<file path="src/rtl/multicycle_ctrl_fsm.sv">
// rtl/multicycle_ctrl_fsm.sv - multi-cycle RV32 control FSM; CTRL_PERF_CNT_EN adds retired/cycle counters.
module multicycle_ctrl_fsm #(
  parameter bit TRAP_ON_ILLEGAL = 1'b1
`ifdef CTRL_PERF_CNT_EN
  , parameter int CNT_W = 32
`endif
) (
  input  logic        clk,
  input  logic        rst,
  input  logic [31:0] instr,
  input  logic [4:0]  status,
  output logic        pcsrc,
  output logic        alusrc,
  output logic [3:0]  aluop,
  output logic        memrw,
  output logic        wb,
  output logic        regrw,
  output logic [1:0]  immgen_ctrl,
  output logic        pc_en,
  output logic        illegal
`ifdef CTRL_PERF_CNT_EN
  , output logic [CNT_W-1:0] retired,
  output logic [CNT_W-1:0] cycles
`endif
);

  localparam logic [6:0] OP_R  = 7'b0110011;
  localparam logic [6:0] OP_I  = 7'b0010011;
  localparam logic [6:0] OP_LW = 7'b0000011;
  localparam logic [6:0] OP_SW = 7'b0100011;
  localparam logic [6:0] OP_BR = 7'b1100011;

  localparam logic [3:0] ALU_ADD  = 4'b0000;
  localparam logic [3:0] ALU_SUB  = 4'b0001;
  localparam logic [3:0] ALU_AND  = 4'b0010;
  localparam logic [3:0] ALU_OR   = 4'b0011;
  localparam logic [3:0] ALU_XOR  = 4'b0100;
  localparam logic [3:0] ALU_SLL  = 4'b0101;
  localparam logic [3:0] ALU_SRL  = 4'b0110;
  localparam logic [3:0] ALU_SRA  = 4'b0111;
  localparam logic [3:0] ALU_SLT  = 4'b1000;
  localparam logic [3:0] ALU_SLTU = 4'b1001;

  localparam logic [1:0] IMM_NONE = 2'b00;
  localparam logic [1:0] IMM_I    = 2'b01;
  localparam logic [1:0] IMM_S    = 2'b10;
  localparam logic [1:0] IMM_B    = 2'b11;

  localparam logic [31:0] IR_NOP = 32'h0000_0013;

  // S_NOP is the writeback-shaped retire cycle used for illegal opcodes when not trapping.
  typedef enum logic [2:0] {
    S_FETCH, S_DECODE, S_EXEC, S_MEM, S_WB, S_TRAP, S_NOP
  } state_e;

  typedef enum logic [2:0] {
    K_ILL, K_R, K_I, K_LW, K_SW, K_BR
  } kind_e;

  state_e      state_q, state_d;
  logic [31:0] ir_q, ir_d;

  logic [6:0]  opcode;
  logic [2:0]  f3;
  logic [6:0]  f7;
  kind_e       kind;
  logic [3:0]  dec_aluop;
  logic [1:0]  dec_imm;
  logic        dec_alusrc;
  logic        dec_wb;
  logic        taken;

  logic        status_z, status_n, status_c, status_o;
  logic        unused_bits;

  assign opcode   = ir_q[6:0];
  assign f3       = ir_q[14:12];
  assign f7       = ir_q[31:25];
  assign status_z = status[0];
  assign status_n = status[1];
  assign status_c = status[2];
  assign status_o = status[3];
  assign unused_bits = ^{status[4], ir_q[24:15], ir_q[11:7]};

  function automatic logic [3:0] base_aluop(input logic [2:0] fn3, input logic alt);
    logic [3:0] op;
    case (fn3)
      3'b000:  op = alt ? ALU_SUB : ALU_ADD;
      3'b001:  op = ALU_SLL;
      3'b010:  op = ALU_SLT;
      3'b011:  op = ALU_SLTU;
      3'b100:  op = ALU_XOR;
      3'b101:  op = alt ? ALU_SRA : ALU_SRL;
      3'b110:  op = ALU_OR;
      default: op = ALU_AND;
    endcase
    return op;
  endfunction

  always_comb begin
    kind      = K_ILL;
    dec_aluop = ALU_ADD;
    case (opcode)
      OP_R: begin
        if (f7 == 7'h00) begin
          kind      = K_R;
          dec_aluop = base_aluop(f3, 1'b0);
        end else if (f7 == 7'h20 && (f3 == 3'b000 || f3 == 3'b101)) begin
          kind      = K_R;
          dec_aluop = base_aluop(f3, 1'b1);
        end
      end
      OP_I: begin
        // Only the shift-immediates carry a funct7; every other I-ALU op uses those bits as immediate.
        if (f3 == 3'b001) begin
          if (f7 == 7'h00) kind = K_I;
        end else if (f3 == 3'b101) begin
          if (f7 == 7'h00 || f7 == 7'h20) kind = K_I;
        end else begin
          kind = K_I;
        end
        dec_aluop = base_aluop(f3, (f3 == 3'b101) && f7[5]);
      end
      OP_LW: if (f3 == 3'b010) kind = K_LW;
      OP_SW: if (f3 == 3'b010) kind = K_SW;
      OP_BR: begin
        if (f3 != 3'b010 && f3 != 3'b011) kind = K_BR;
        dec_aluop = ALU_SUB;
      end
      default: kind = K_ILL;
    endcase
  end

  always_comb begin
    dec_imm    = IMM_NONE;
    dec_alusrc = 1'b0;
    dec_wb     = 1'b0;
    case (kind)
      K_R:     dec_wb = 1'b1;
      K_I:     begin dec_imm = IMM_I; dec_alusrc = 1'b1; dec_wb = 1'b1; end
      K_LW:    begin dec_imm = IMM_I; dec_alusrc = 1'b1; end
      K_SW:    begin dec_imm = IMM_S; dec_alusrc = 1'b1; end
      K_BR:    dec_imm = IMM_B;
      default: dec_imm = IMM_NONE;
    endcase
  end

  // Branch resolution reads the live status bus in the EXEC cycle; c=1 means no borrow.
  always_comb begin
    case (f3)
      3'b000:  taken = status_z;
      3'b001:  taken = ~status_z;
      3'b100:  taken = status_n ^ status_o;
      3'b101:  taken = ~(status_n ^ status_o);
      3'b110:  taken = ~status_c;
      3'b111:  taken = status_c;
      default: taken = 1'b0;
    endcase
  end

  always_ff @(posedge clk or posedge rst) begin
    if (rst) begin
      state_q <= S_FETCH;
      ir_q    <= IR_NOP;
    end else begin
      state_q <= state_d;
      ir_q    <= ir_d;
    end
  end

  always_comb begin
    state_d = state_q;
    ir_d    = ir_q;
    case (state_q)
      S_FETCH: begin
        ir_d    = instr;
        state_d = S_DECODE;
      end
      S_DECODE: begin
        if (kind == K_ILL) state_d = TRAP_ON_ILLEGAL ? S_TRAP : S_NOP;
        else               state_d = S_EXEC;
      end
      S_EXEC: begin
        case (kind)
          K_LW, K_SW: state_d = S_MEM;
          K_BR:       state_d = S_FETCH;
          default:    state_d = S_WB;
        endcase
      end
      S_MEM:   state_d = (kind == K_SW) ? S_FETCH : S_WB;
      S_WB:    state_d = S_FETCH;
      S_NOP:   state_d = S_FETCH;
      S_TRAP:  state_d = S_TRAP;
      default: state_d = S_FETCH;
    endcase
  end

  always_comb begin
    pcsrc       = 1'b0;
    alusrc      = 1'b0;
    aluop       = ALU_ADD;
    memrw       = 1'b0;
    wb          = 1'b0;
    regrw       = 1'b0;
    immgen_ctrl = IMM_NONE;
    pc_en       = 1'b0;
    illegal     = 1'b0;
    case (state_q)
      S_DECODE: immgen_ctrl = dec_imm;
      S_EXEC, S_MEM, S_WB: begin
        alusrc      = dec_alusrc;
        aluop       = dec_aluop;
        immgen_ctrl = dec_imm;
        wb          = dec_wb;
        if (state_q == S_EXEC && kind == K_BR) begin
          pcsrc = taken;
          pc_en = 1'b1;
        end
        if (state_q == S_MEM && kind == K_SW) begin
          memrw = 1'b1;
          pc_en = 1'b1;
        end
        if (state_q == S_WB) begin
          regrw = 1'b1;
          pc_en = 1'b1;
        end
      end
      S_NOP:   pc_en   = 1'b1;
      S_TRAP:  illegal = 1'b1;
      default: illegal = 1'b0;
    endcase
  end

`ifdef CTRL_PERF_CNT_EN
  logic [CNT_W-1:0] retired_q, retired_d;
  logic [CNT_W-1:0] cycles_q, cycles_d;

  always_comb begin
    cycles_d  = cycles_q + CNT_W'(1);
    retired_d = retired_q + CNT_W'(pc_en);
  end

  always_ff @(posedge clk or posedge rst) begin
    if (rst) begin
      cycles_q  <= '0;
      retired_q <= '0;
    end else begin
      cycles_q  <= cycles_d;
      retired_q <= retired_d;
    end
  end

  assign retired = retired_q;
  assign cycles  = cycles_q;
`endif

endmodule

</file>
<file path="config.mk">
export PLATFORM = sky130hd
export DESIGN_NAME = multicycle_ctrl_fsm
export DESIGN_NICKNAME = d
export VERILOG_FILES = /design/src/rtl/multicycle_ctrl_fsm.sv
export SDC_FILE = /design/constraint.sdc
export NUM_CORES = 1
export LEC_CHECK = 0
export ABC_CLOCK_PERIOD_IN_PS = 2500
export BUFFER_PORTS_ARGS = -buffer_cell sky130_fd_sc_hd__buf_4
export CORE_ASPECT_RATIO = 1.1
export CORE_MARGIN = 2
export CORE_UTILIZATION = 48
export CTS_CLUSTER_SIZE = 10
export DETAILED_ROUTE_END_ITERATION = 16
export GPL_TIMING_DRIVEN = 0
export HOLD_SLACK_MARGIN = 0.03
export PLACE_DENSITY = 0.91
export SETUP_SLACK_MARGIN = 0.4
export SLEW_MARGIN = 40
export SYNTH_ARGS = -nofsm -noshare
export SYNTH_HDL_FRONTEND = slang
export SYNTH_SLANG_ARGS = --single-unit
</file>
<file path="constraint.sdc">
create_clock -name clk -period 2.5 [get_ports clk]
set_clock_uncertainty 0.05 [all_clocks]
set_input_delay 0.75 -clock clk [delete_from_list [all_inputs] [get_ports clk]]
set_output_delay 0.75 -clock clk [all_outputs]
set_load 0.005 [all_outputs]
</file>
==> flow_metrics.env, run 1 <==
export IMPL_run_status="complete, but fails checks"
export IMPL_violations_in_the_final_reports="setup timing"
export IMPL_timing_critical_path_cells="or4_4 -> buf_4 -> nor2_2 -> a21oi_2 -> nor4_1 -> buf_4"
export IMPL_vias=1374
export IMPL_synth_edf_count=0
export IMPL_post_dp_hpwl_mm=2.50
export IMPL_post_detailed_route_wirelength_per_cell_um=16.9
export IMPL_synthesis_area_sq_mm=0.00132
export IMPL_tritoncts_num_sinks=20
export IMPL_ctsRootBufferMaster="clkbuf_4"
export IMPL_timing_fmax_mhz=337
export IMPL_tritoncts="built"
export IMPL_multi_input_area_sq_um=956
export IMPL_buffer_ports_inserted=35
export IMPL_place_worst_setup_slack_ps=-32.8
export IMPL_async_set_reset_flop_share_out_of_synthesis_pct=100
export IMPL_area_growth_synth_to_finish_pct=54.6
export IMPL_first_global_vias=1281
export IMPL_initial_utilization_pct=51.6
export IMPL_worstPathRequired_ps=1700
export IMPL_sequential_cell_area_sq_um=505
export IMPL_r2r_worst_path_cells=6
export IMPL_avgViaCountPerCell=6.03
export IMPL_die_area_sq_mm=0.00319
export IMPL_whs_ps=465
export IMPL_overflow=0
export IMPL_startpoint_type="flip-flop"
export IMPL_layout_drive_gt1_share_pct=58.4
export IMPL_hold_path_class="reg2reg"
export IMPL_mostFrequentLayoutCells="buf_4 (46), dfrtp_1 (16), mux2_2 (13)"
export IMPL_postSynthCellCount=143
export IMPL_synth_avg_cell_area_sq_um=9.26
export IMPL_pwr_density_cell_mw_per_mm2=1120
export IMPL_track_usage_pct=24.7
export IMPL_detail_route_iter0_violations=59
export IMPL_post_route_period_util_pct=119
export IMPL_fp_coreArea_sq_mm=0.00257
export IMPL_slew_headroom_pct=48.9
export IMPL_routedLengthMet1_mm=1.56
export IMPL_instance_count_along_the_most_critical_hold_path=1
export IMPL_synth_seq_cells=20
export IMPL_critical_path_top_cell_by_count="buf_4"
export IMPL_grt_pass1_wl_mm=5.86
export IMPL_cts_made_buffers=3
export IMPL_met2_wire_length_mm=2.06
export IMPL_slew_violations=0
export IMPL_ios=52
export IMPL_floorplan_row_count=19
export IMPL_route_antenna_remaining_nets=0
export IMPL_min_to="ir_q[27]$_DFFE_PP0P_"
export IMPL_holdCritStartpoint="ir_q[27]$_DFFE_PP0P_"
export IMPL_top_signal_layer_used="met4"
export IMPL_critical_path_max_fanout=5
export IMPL_drt_pass1_iterations=4
export IMPL_power_total_uw=2290
export IMPL_max_cap_viol_count=0
export IMPL_clkSlewWorstSetupHoldPaths_ps=120
export IMPL_report_final_setup_viol=11
export IMPL_critPathSlowestCell="or4_4"
export IMPL_met3_length_um=167
export IMPL_drc=0
export IMPL_reg2reg_end="state_q[2]$_DFF_PP0_"
export IMPL_postLayoutSetupSlackWorst_ps=-471
export IMPL_hold_violations=0
export IMPL_synth_seq_area_share_pct=38.1
export IMPL_actual_slew_at_the_worst_max_slew_pin_ps=765
export IMPL_diodes_inserted=0
export IMPL_cts_path_max_buffers=2
export IMPL_leakagePower_uw=0.000846
export IMPL_finalCriticalPeriod_ps=2970
export IMPL_critical_path_endpoint_type="output port"
export IMPL_globalplace_congestion=0.864
export IMPL_drt_wl_total_mm=3.84
export IMPL_synth_fp_nets=182
export IMPL_die_x_um=54.1
export IMPL_num_nets_final=237
export IMPL_rsz0062_at_grt="yes"
export IMPL_clk_latency_ps=300
export IMPL_ys_warnings_count=0
export IMPL_die_height_um=59.1
export IMPL_yosysUniqueCellTypes=45
export IMPL_most_common_cell_after_layout_fill_and_taps_aside="buf_4"
export IMPL_critPathKind="reg2out"
export IMPL_r2r_start="ir_q[6]$_DFFE_PP0P_"
export IMPL_ff2ff_setup_slack_ps=540
export IMPL_grt_max_degree=21
export IMPL_dominantRegCellSynth="dfrtp_1"
export IMPL_hold_buffers=0
export IMPL_worst_supply_voltage_drop_on_vdd_uv=1070
export IMPL_finish_utilization_pct=79.7
export IMPL_antenna_found_initial=0
export IMPL_htree_levels=1
export IMPL_fill_cell_total_of_the_finished_layout=161
export IMPL_critPathMaxStageDelay_ps=580
export IMPL_timing_critical_path_arrival_ps=2170
## layout make-up
| cell class | count | share of cell area, % |
|---|---|---|
| tap | 31 | 1.89 |
| clock buffer | 3 | 1.10 |
| multi-input combinational | 106 | 46.7 |
| sequential | 20 | 24.7 |
| inverter | 7 | 1.28 |
| buffer | 10 | 3.61 |
| clock inverter | 1 | 1.47 |
| timing repair buffer | 50 | 19.3 |
## where the power goes
group / internal, uW / switching, uW
Clock: 162 / 100
Combinational: 678 / 700
Sequential: 502 / 151
Total: 1340 / 952
## layer usage
layer,GRT usage [%],vias up
li1,-,634
met1,33.2,674
met2,42.0,56
met3,2.02,10
met4,7.50,0
met5,0,-
## synth_stat cells, types with 4 or more instances
master / instances / share of area, %
mux2_2: 13 / 11
o21ai_0: 11 / 4.2
buf_2: 4 / 1.5
a21oi_1: 4 / 1.5
nand2_1: 6 / 1.7
dfrtp_1: 17 / 32
nor2b_1: 6 / 2.8
nor2_1: 10 / 2.8
nor3_1: 5 / 1.9
xnor2_1: 5 / 3.3
clkbuf_1: 6 / 1.7
inv_1: 7 / 2.0
## flip-flops by register name, summed over array words and instances (netlist names)
| name | flops |
|---|---|
| state_q | 3 |
| ir_q | 17 |
## cell families (layout without fill, tap and decap cells)
kind of cell	Yosys count	count (layout)	synth area share (%)
AOI/OAI and AO/OA	33	33	16.8
xor gates and xnor gates	6	6	3.97
buffers and inverters	17	71	5.20
DFF	20	20	38.1
muxes	13	13	11.1
and+or+nand+nor	54	54	24.9
## how the worst max path moves through the flow
| stage | startpoint | endpoint | slack [ps] | depth (start not counted) |
|---|---|---|---|---|
| finish | ir_q[26]$_DFFE_PP0P_ | aluop[2] | -470 | 6 |
| global route | ir_q[25]$_DFFE_PP0P_ | alusrc | -490 | 5 |
| CTS | ir_q[28]$_DFFE_PP0P_ | alusrc | -370 | 5 |
| detailed placement | ir_q[31]$_DFFE_PP0P_ | aluop[0] | -30 | 5 |
| global placement | ir_q[31]$_DFFE_PP0P_ | alusrc | -10 | 5 |
| floorplan | ir_q[31]$_DFFE_PP0P_ | alusrc | 160 | 4 |
## metrics by stage
step,TNS [ps],std cells,area [sq um]
3_5_place_dp,-91.9,209,1710
4_1_cts,-2600,223,1950
6_report,-2920,228,2050
2_1_floorplan,0,143,1410
3_3_place_gp,-23.9,209,1710
5_1_grt,-3820,228,2050
## worst max-delay path: cells and delay by family (launching register included)
family          cells  cell delay, ps
compound gates      1              80
buf+inv             2             340
flops               1             400
simple gates        3            1040
## what timing repair did
item,CTS,global route
pin swaps,8,7
resized for setup,30,16
buffers inserted,10,5
endpoints found under the setup margin,13,14
No activity file was read; power rests on OpenSTA's default activity.
==> run 2, diff against run 1 <==
--- a/config.mk
+++ b/config.mk
@@ -15,7 +15,9 @@
 export GPL_TIMING_DRIVEN = 0
 export HOLD_SLACK_MARGIN = 0.03
 export PLACE_DENSITY = 0.91
+export REMOVE_ABC_BUFFERS = 1
 export SETUP_SLACK_MARGIN = 0.4
+export SKIP_LAST_GASP = 1
 export SLEW_MARGIN = 40
 export SYNTH_ARGS = -nofsm -noshare
 export SYNTH_HDL_FRONTEND = slang
==> run 2 against run 1 <==
Compared with the run above: critical endpoint is now wb; highest routed layer unchanged; combinational power fell by 26%; non-clock buffer count fell by 11; sequential share of layout area rose by 2.4 points; largest power group unchanged; the flow still finishes with violations (setup timing); critical path type unchanged.
==> flow_metrics.env, run 2 (synthesized netlist as in run 1, its figures left out) <==
export IMPL_antenna_found_initial=0
export IMPL_die_x_um=54.1
export IMPL_first_global_vias=1331
export IMPL_grt_pass1_wl_mm=5.78
export IMPL_largest_reg_flops=17
export IMPL_startpoint_type="flip-flop"
export IMPL_critPathKind="reg2out"
export IMPL_track_usage_pct=24.2
export IMPL_finish_utilization_pct=73.6
export IMPL_htree_levels=1
export IMPL_rsz0062_at_grt="yes"
export IMPL_hold_violations=0
export IMPL_clkSlewWorstSetupHoldPaths_ps=110
export IMPL_finalCriticalPeriod_ps=2910
export IMPL_vias=1339
export IMPL_largest_registers="ir_q: 17 flops, state_q: 3 flops"
export IMPL_fill_cell_total_of_the_finished_layout=180
export IMPL_buffer_ports_inserted=35
export IMPL_drc=0
export IMPL_post_detailed_route_wirelength_per_cell_um=17.4
export IMPL_most_common_cell_after_layout_fill_and_taps_aside="buf_4"
export IMPL_globalplace_congestion=0.863
export IMPL_slew_headroom_pct=50.8
export IMPL_critical_path_max_fanout=5
export IMPL_fp_coreArea_sq_mm=0.00257
export IMPL_cts_made_buffers=3
export IMPL_pwr_density_cell_mw_per_mm2=1060
export IMPL_num_nets_final=226
export IMPL_tritoncts_num_sinks=20
export IMPL_area_growth_synth_to_finish_pct=42.7
export IMPL_max_cap_viol_count=0
export IMPL_critical_path_endpoint_type="output port"
export IMPL_tritoncts="built"
export IMPL_clk_latency_ps=290
export IMPL_slew_violations=0
export IMPL_actual_slew_at_the_worst_max_slew_pin_ps=733
export IMPL_r2r_start="ir_q[14]$_DFFE_PP0P_"
export IMPL_critPathMaxStageDelay_ps=590
export IMPL_drt_pass1_iterations=4
export IMPL_floorplan_row_count=19
export IMPL_die_height_um=59.1
export IMPL_detail_route_iter0_violations=41
export IMPL_cts_path_max_buffers=2
export IMPL_critPathSlowestCell="or4_4"
export IMPL_leakagePower_uw=0.000762
export IMPL_whs_ps=434
export IMPL_mostFrequentLayoutCells="buf_4 (46), mux2_2 (13), dfrtp_1 (11)"
export IMPL_diodes_inserted=0
export IMPL_die_area_sq_mm=0.00319
export IMPL_post_route_period_util_pct=116
export IMPL_run_status="complete, but fails checks"
export IMPL_ctsRootBufferMaster="clkbuf_4"
export IMPL_post_dp_hpwl_mm=2.42
export IMPL_report_final_setup_viol=11
export IMPL_route_antenna_remaining_nets=0
export IMPL_worst_supply_voltage_drop_on_vdd_uv=720
export IMPL_worstPathRequired_ps=1700
export IMPL_largest_register="ir_q"
export IMPL_drt_wl_total_mm=3.78
export IMPL_cp_startpoint="ir_q[31]$_DFFE_PP0P_"
export IMPL_timing_critical_path_arrival_ps=2110
export IMPL_ios=52
export IMPL_initial_utilization_pct=51.6
export IMPL_avgViaCountPerCell=6.17
export IMPL_layout_drive_gt1_share_pct=53.2
export IMPL_grt_max_degree=21
export IMPL_timing_fmax_mhz=344
export IMPL_timing_critical_path_cells="or4_4 -> nor4_2 -> a2bb2oi_2 -> nor3_2 -> buf_4"
export IMPL_overflow=0
export IMPL_hold_path_class="in2async"
export IMPL_violations_in_the_final_reports="setup timing"
export IMPL_postLayoutSetupSlackWorst_ps=-408
==> run 2: cell types whose count changed in the layout (fill, tap and decap cells not counted), moves of 2 or more <==
cell	delta
buf_6	-3
buf_2	-2
nor2b_1	+2
clkbuf_4	-3
dfrtp_2	+5
dfrtp_1	-5
==> run 2: area by class of cell <==
type	count	area (sq um)	area share, %
clock buffers	4	26.3	1.39
inverters	7	26.3	1.39
multi-input cells	106	907	48.0
flip-flops and latches	20	512	27.1
well taps	31	38.8	2.05
repair buffers	49	379	20.1
==> run 2: timing repair <==
action / 4_1_cts / 5_1_grt
endpoints found under the setup margin: 13 / 14
cloned: 0 / 0
hold buffers: 0 / 0
buffers inserted: 3 / 9
pin swaps: 9 / 7
gates resized for setup: 22 / 17
==> run 2: path summary, 6_finish.rpt <==
check / end / slack [ps] / cells after the start
max: wb / -410 / 5
max reg2reg: state_q[0]$_DFF_PP0_ / 510 / 4
min reg2reg: ir_q[27]$_DFFE_PP0P_ / 460 / 1
min in group clk: ir_q[27]$_DFFE_PP0P_ / 460 / 1
min: ir_q[25]$_DFFE_PP0P_ / 430 / 2
max in group asynchronous: state_q[1]$_DFF_PP0_ / 1580 / 2
==> run 2: worst max-delay path: cells and delay by family (launching register included) <==
family | cells | cell delay (ps)
AND/OR/NAND/NOR | 3 | 1110
flip-flops | 1 | 400
AO/OA/AOI/OAI | 1 | 170
buffers and inverters | 1 | 140
==> run 2: per-stage QoR <==
step | std cells | total power [uW] | setup slack (ps) | setup TNS, ps | instance area, sq um
2_1_floorplan | 133 | 1250 | -397 | -790 | 1280
3_3_place_gp | 199 | 1440 | -1040 | -8700 | 1580
3_5_place_dp | 201 | 1510 | -193 | -1070 | 1600
4_1_cts | 208 | 1790 | -377 | -3220 | 1740
5_1_grt | 217 | 2120 | -478 | -4090 | 1890
6_report | 217 | 2000 | -408 | -3140 | 1890
==> run 2: layer usage <==
layer / up-vias / global-route usage [%] / wire [um]
li1: 614 / - / -
met1: 652 / 29.6 / 1430
met2: 65 / 44.1 / 2090
met3: 8 / 3.54 / 204
met4: 0 / 5.36 / 49
met5: - / 0 / 0
==> run 2: power by group <==
part / switching, uW / internal [uW] / leakage (uW)
Combinational: 471 / 552 / 0.000522
Sequential: 308 / 508 / 0.000225
Clock: 94.8 / 62.0 / 0.0000150
==> run 3, diff against run 2 <==
--- a/config.mk
+++ b/config.mk
@@ -8,7 +8,7 @@
 export ABC_CLOCK_PERIOD_IN_PS = 2500
 export BUFFER_PORTS_ARGS = -buffer_cell sky130_fd_sc_hd__buf_4
 export CORE_ASPECT_RATIO = 1.1
-export CORE_MARGIN = 2
+export CORE_MARGIN = 3
 export CORE_UTILIZATION = 48
 export CTS_CLUSTER_SIZE = 10
 export DETAILED_ROUTE_END_ITERATION = 16
==> run 3 against run 2 <==
Compared with the run above: the run still ends with setup timing left; die area is 7.2% higher; sequential share of layout area is 0.20 points higher; non-clock buffer count stayed put; cell count stayed put; worst hold slack worse by 24 ps; critical path depth stayed put; setup slack worse by 33 ps; register-to-register slack better by 40 ps; via count is 2.7% lower; flip-flop and latch count stayed put.
==> flow_metrics.env, run 3 (synthesized netlist as in run 1, its figures left out) <==
export IMPL_critPathKind="reg2out"
export IMPL_slew_headroom_pct=52.9
export IMPL_report_final_setup_viol=11
export IMPL_hold_path_class="in2async"
export IMPL_actual_slew_at_the_worst_max_slew_pin_ps=703
export IMPL_clk_latency_ps=310
export IMPL_antenna_found_initial=0
export IMPL_critical_path_top_delay_family="simple AND/OR/NAND/NOR gates"
export IMPL_largest_reg_flops=17
export IMPL_detail_route_iter0_violations=79
export IMPL_timing_fmax_mhz=340
export IMPL_grt_pass1_wl_mm=5.78
export IMPL_die_x_um=56.1
export IMPL_startpoint_type="flip-flop"
export IMPL_critical_path_max_fanout=5
export IMPL_swShare_pct=43.0
export IMPL_power_sequential_fraction_pct=40.4
export IMPL_rsz0062_at_grt="yes"
export IMPL_first_global_vias=1359
export IMPL_most_common_cell_after_layout_fill_and_taps_aside="buf_4"
export IMPL_tritoncts="built"
export IMPL_floorplan_row_count=19
export IMPL_ctsRootBufferMaster="clkbuf_4"
export IMPL_post_dp_hpwl_mm=2.35
export IMPL_max_cap_viol_count=0
export IMPL_slew_violations=0
export IMPL_top_signal_layer_used="met4"
export IMPL_largest_registers="ir_q: 17 flops, state_q: 3 flops"
export IMPL_clkSlewWorstSetupHoldPaths_ps=110
export IMPL_avgViaCountPerCell=6.00
export IMPL_finish_utilization_pct=73.1
export IMPL_critical_path_endpoint_type="output port"
export IMPL_buffer_ports_inserted=35
export IMPL_fin_setup_tns_ps=-3190
export IMPL_worst_supply_voltage_drop_on_vdd_uv=759
export IMPL_tritoncts_num_sinks=20
export IMPL_timing_critical_path_arrival_ps=2140
export IMPL_clockPowerShare_pct=8.3
export IMPL_ios=52
export IMPL_met3_length_um=177
export IMPL_cts_path_max_buffers=2
export IMPL_track_usage_pct=21.1
export IMPL_area_growth_synth_to_finish_pct=41.7
export IMPL_die_height_um=61.1
export IMPL_drt_pass1_iterations=4
export IMPL_pwr_density_cell_mw_per_mm2=1040
export IMPL_routedLengthMet1_mm=1.29
export IMPL_vias=1303
export IMPL_drc=0
export IMPL_layout_drive_gt1_share_pct=52.7
export IMPL_grt_max_degree=21
export IMPL_leakagePower_uw=0.000752
export IMPL_violations_in_the_final_reports="setup timing"
export IMPL_drt_wl_total_mm=3.52
export IMPL_fp_coreArea_sq_mm=0.00257
export IMPL_timing_critical_path_cells="or4_4 -> o31a_1 -> a2bb2oi_1 -> nor3_1 -> buf_4"
export IMPL_critPathMaxStageDelay_ps=570
export IMPL_diodes_inserted=0
export IMPL_num_nets_final=226
export IMPL_whs_ps=410
export IMPL_die_area_sq_mm=0.00342
export IMPL_route_antenna_remaining_nets=0
export IMPL_globalplace_congestion=0.873
export IMPL_htree_levels=1
export IMPL_worstPathRequired_ps=1700
export IMPL_postLayoutSetupSlackWorst_ps=-441
export IMPL_critical_path_n_buffers_inverters=1
export IMPL_power_combinational_fraction_pct=51.3
export IMPL_finalCriticalPeriod_ps=2940
export IMPL_critPathSlowestCell="or4_4"
export IMPL_overflow=0
export IMPL_hold_violations=0
export IMPL_switching_power_uw=841
export IMPL_mostFrequentLayoutCells="buf_4 (46), mux2_2 (13), dfrtp_1 (11)"
export IMPL_met2_wire_length_mm=1.96
export IMPL_run_status="complete, but fails checks"
export IMPL_power_internal_uw=1120
export IMPL_post_route_period_util_pct=118
export IMPL_cts_made_buffers=3
export IMPL_initial_utilization_pct=51.6
export IMPL_post_detailed_route_wirelength_per_cell_um=16.2
export IMPL_largest_register="ir_q"
run 3: cell count changes in the layout (fill, tap and decap cells not counted), moves of 2 or more:
| cell | previous run | this run |
|---|---|---|
| nor2_2 | 0 | 2 |
| nor2_4 | 3 | 1 |
| nor2b_1 | 6 | 4 |
| nor2b_4 | 0 | 2 |
| nor3_2 | 3 | 1 |
run 3: timing repair:
item	in CTS	in global routing
pin swaps	10	3
gates resized for setup	28	9
setup endpoints to repair	13	13
setup buffers	8	4
hold buffers	0	0
run 3: final cells by class:
class | instances | area (sq um)
flip-flops and latches | 20 | 512
multi-input cells | 106 | 893
well taps | 31 | 38.8
repair buffers | 49 | 379
fillers | 201 | 692
clock buffers | 4 | 26.3
inverters | 7 | 26.3
run 3: path summary, 6_finish.rpt:
check	cells past startpoint	from	slack (ps)	to
min reg2reg	1	ir_q[29]$_DFFE_PP0P_	460	ir_q[29]$_DFFE_PP0P_
max in group asynchronous	2	rst	1620	state_q[2]$_DFF_PP0_
max	5	ir_q[28]$_DFFE_PP0P_	-440	wb
min	2	rst	410	ir_q[28]$_DFFE_PP0P_
min in group clk	1	ir_q[29]$_DFFE_PP0P_	460	ir_q[29]$_DFFE_PP0P_
max reg2reg	4	ir_q[28]$_DFFE_PP0P_	550	state_q[2]$_DFF_PP0_
run 3: power by group through the flow:
stage          registers, uW  logic, uW  clock network [uW]
2_1_floorplan            674        576                   0
3_3_place_gp             728        719                   0
3_5_place_dp             750        761                   0
4_1_cts                  786        904                 165
5_1_grt                  827       1090                 184
6_report                 790       1000                 162
run 3: worst reg2reg max path: cells and delay by family, from the launching register on:
family             cells  cell delay, ps
AOI/OAI and AO/OA      3             820
and+or+nand+nor        1             570
DFF                    1             390
run 3: metrics by stage:
stage / power (uW) / cell area [sq um] / std cells / worst slack [ps]
6_report: 1960 / 1880 / 217 / -441
4_1_cts: 1860 / 1810 / 213 / -380
3_3_place_gp: 1450 / 1580 / 199 / -1030
5_1_grt: 2100 / 1880 / 217 / -507
2_1_floorplan: 1250 / 1280 / 133 / -397
3_5_place_dp: 1510 / 1600 / 201 / -192
run 3: routing by layer:
metal  up-vias  track usage (%)
li1        612                -
met1       630             24.1
met2        51             39.2
met3        10             3.14
met4         0             10.8
met5         -                0
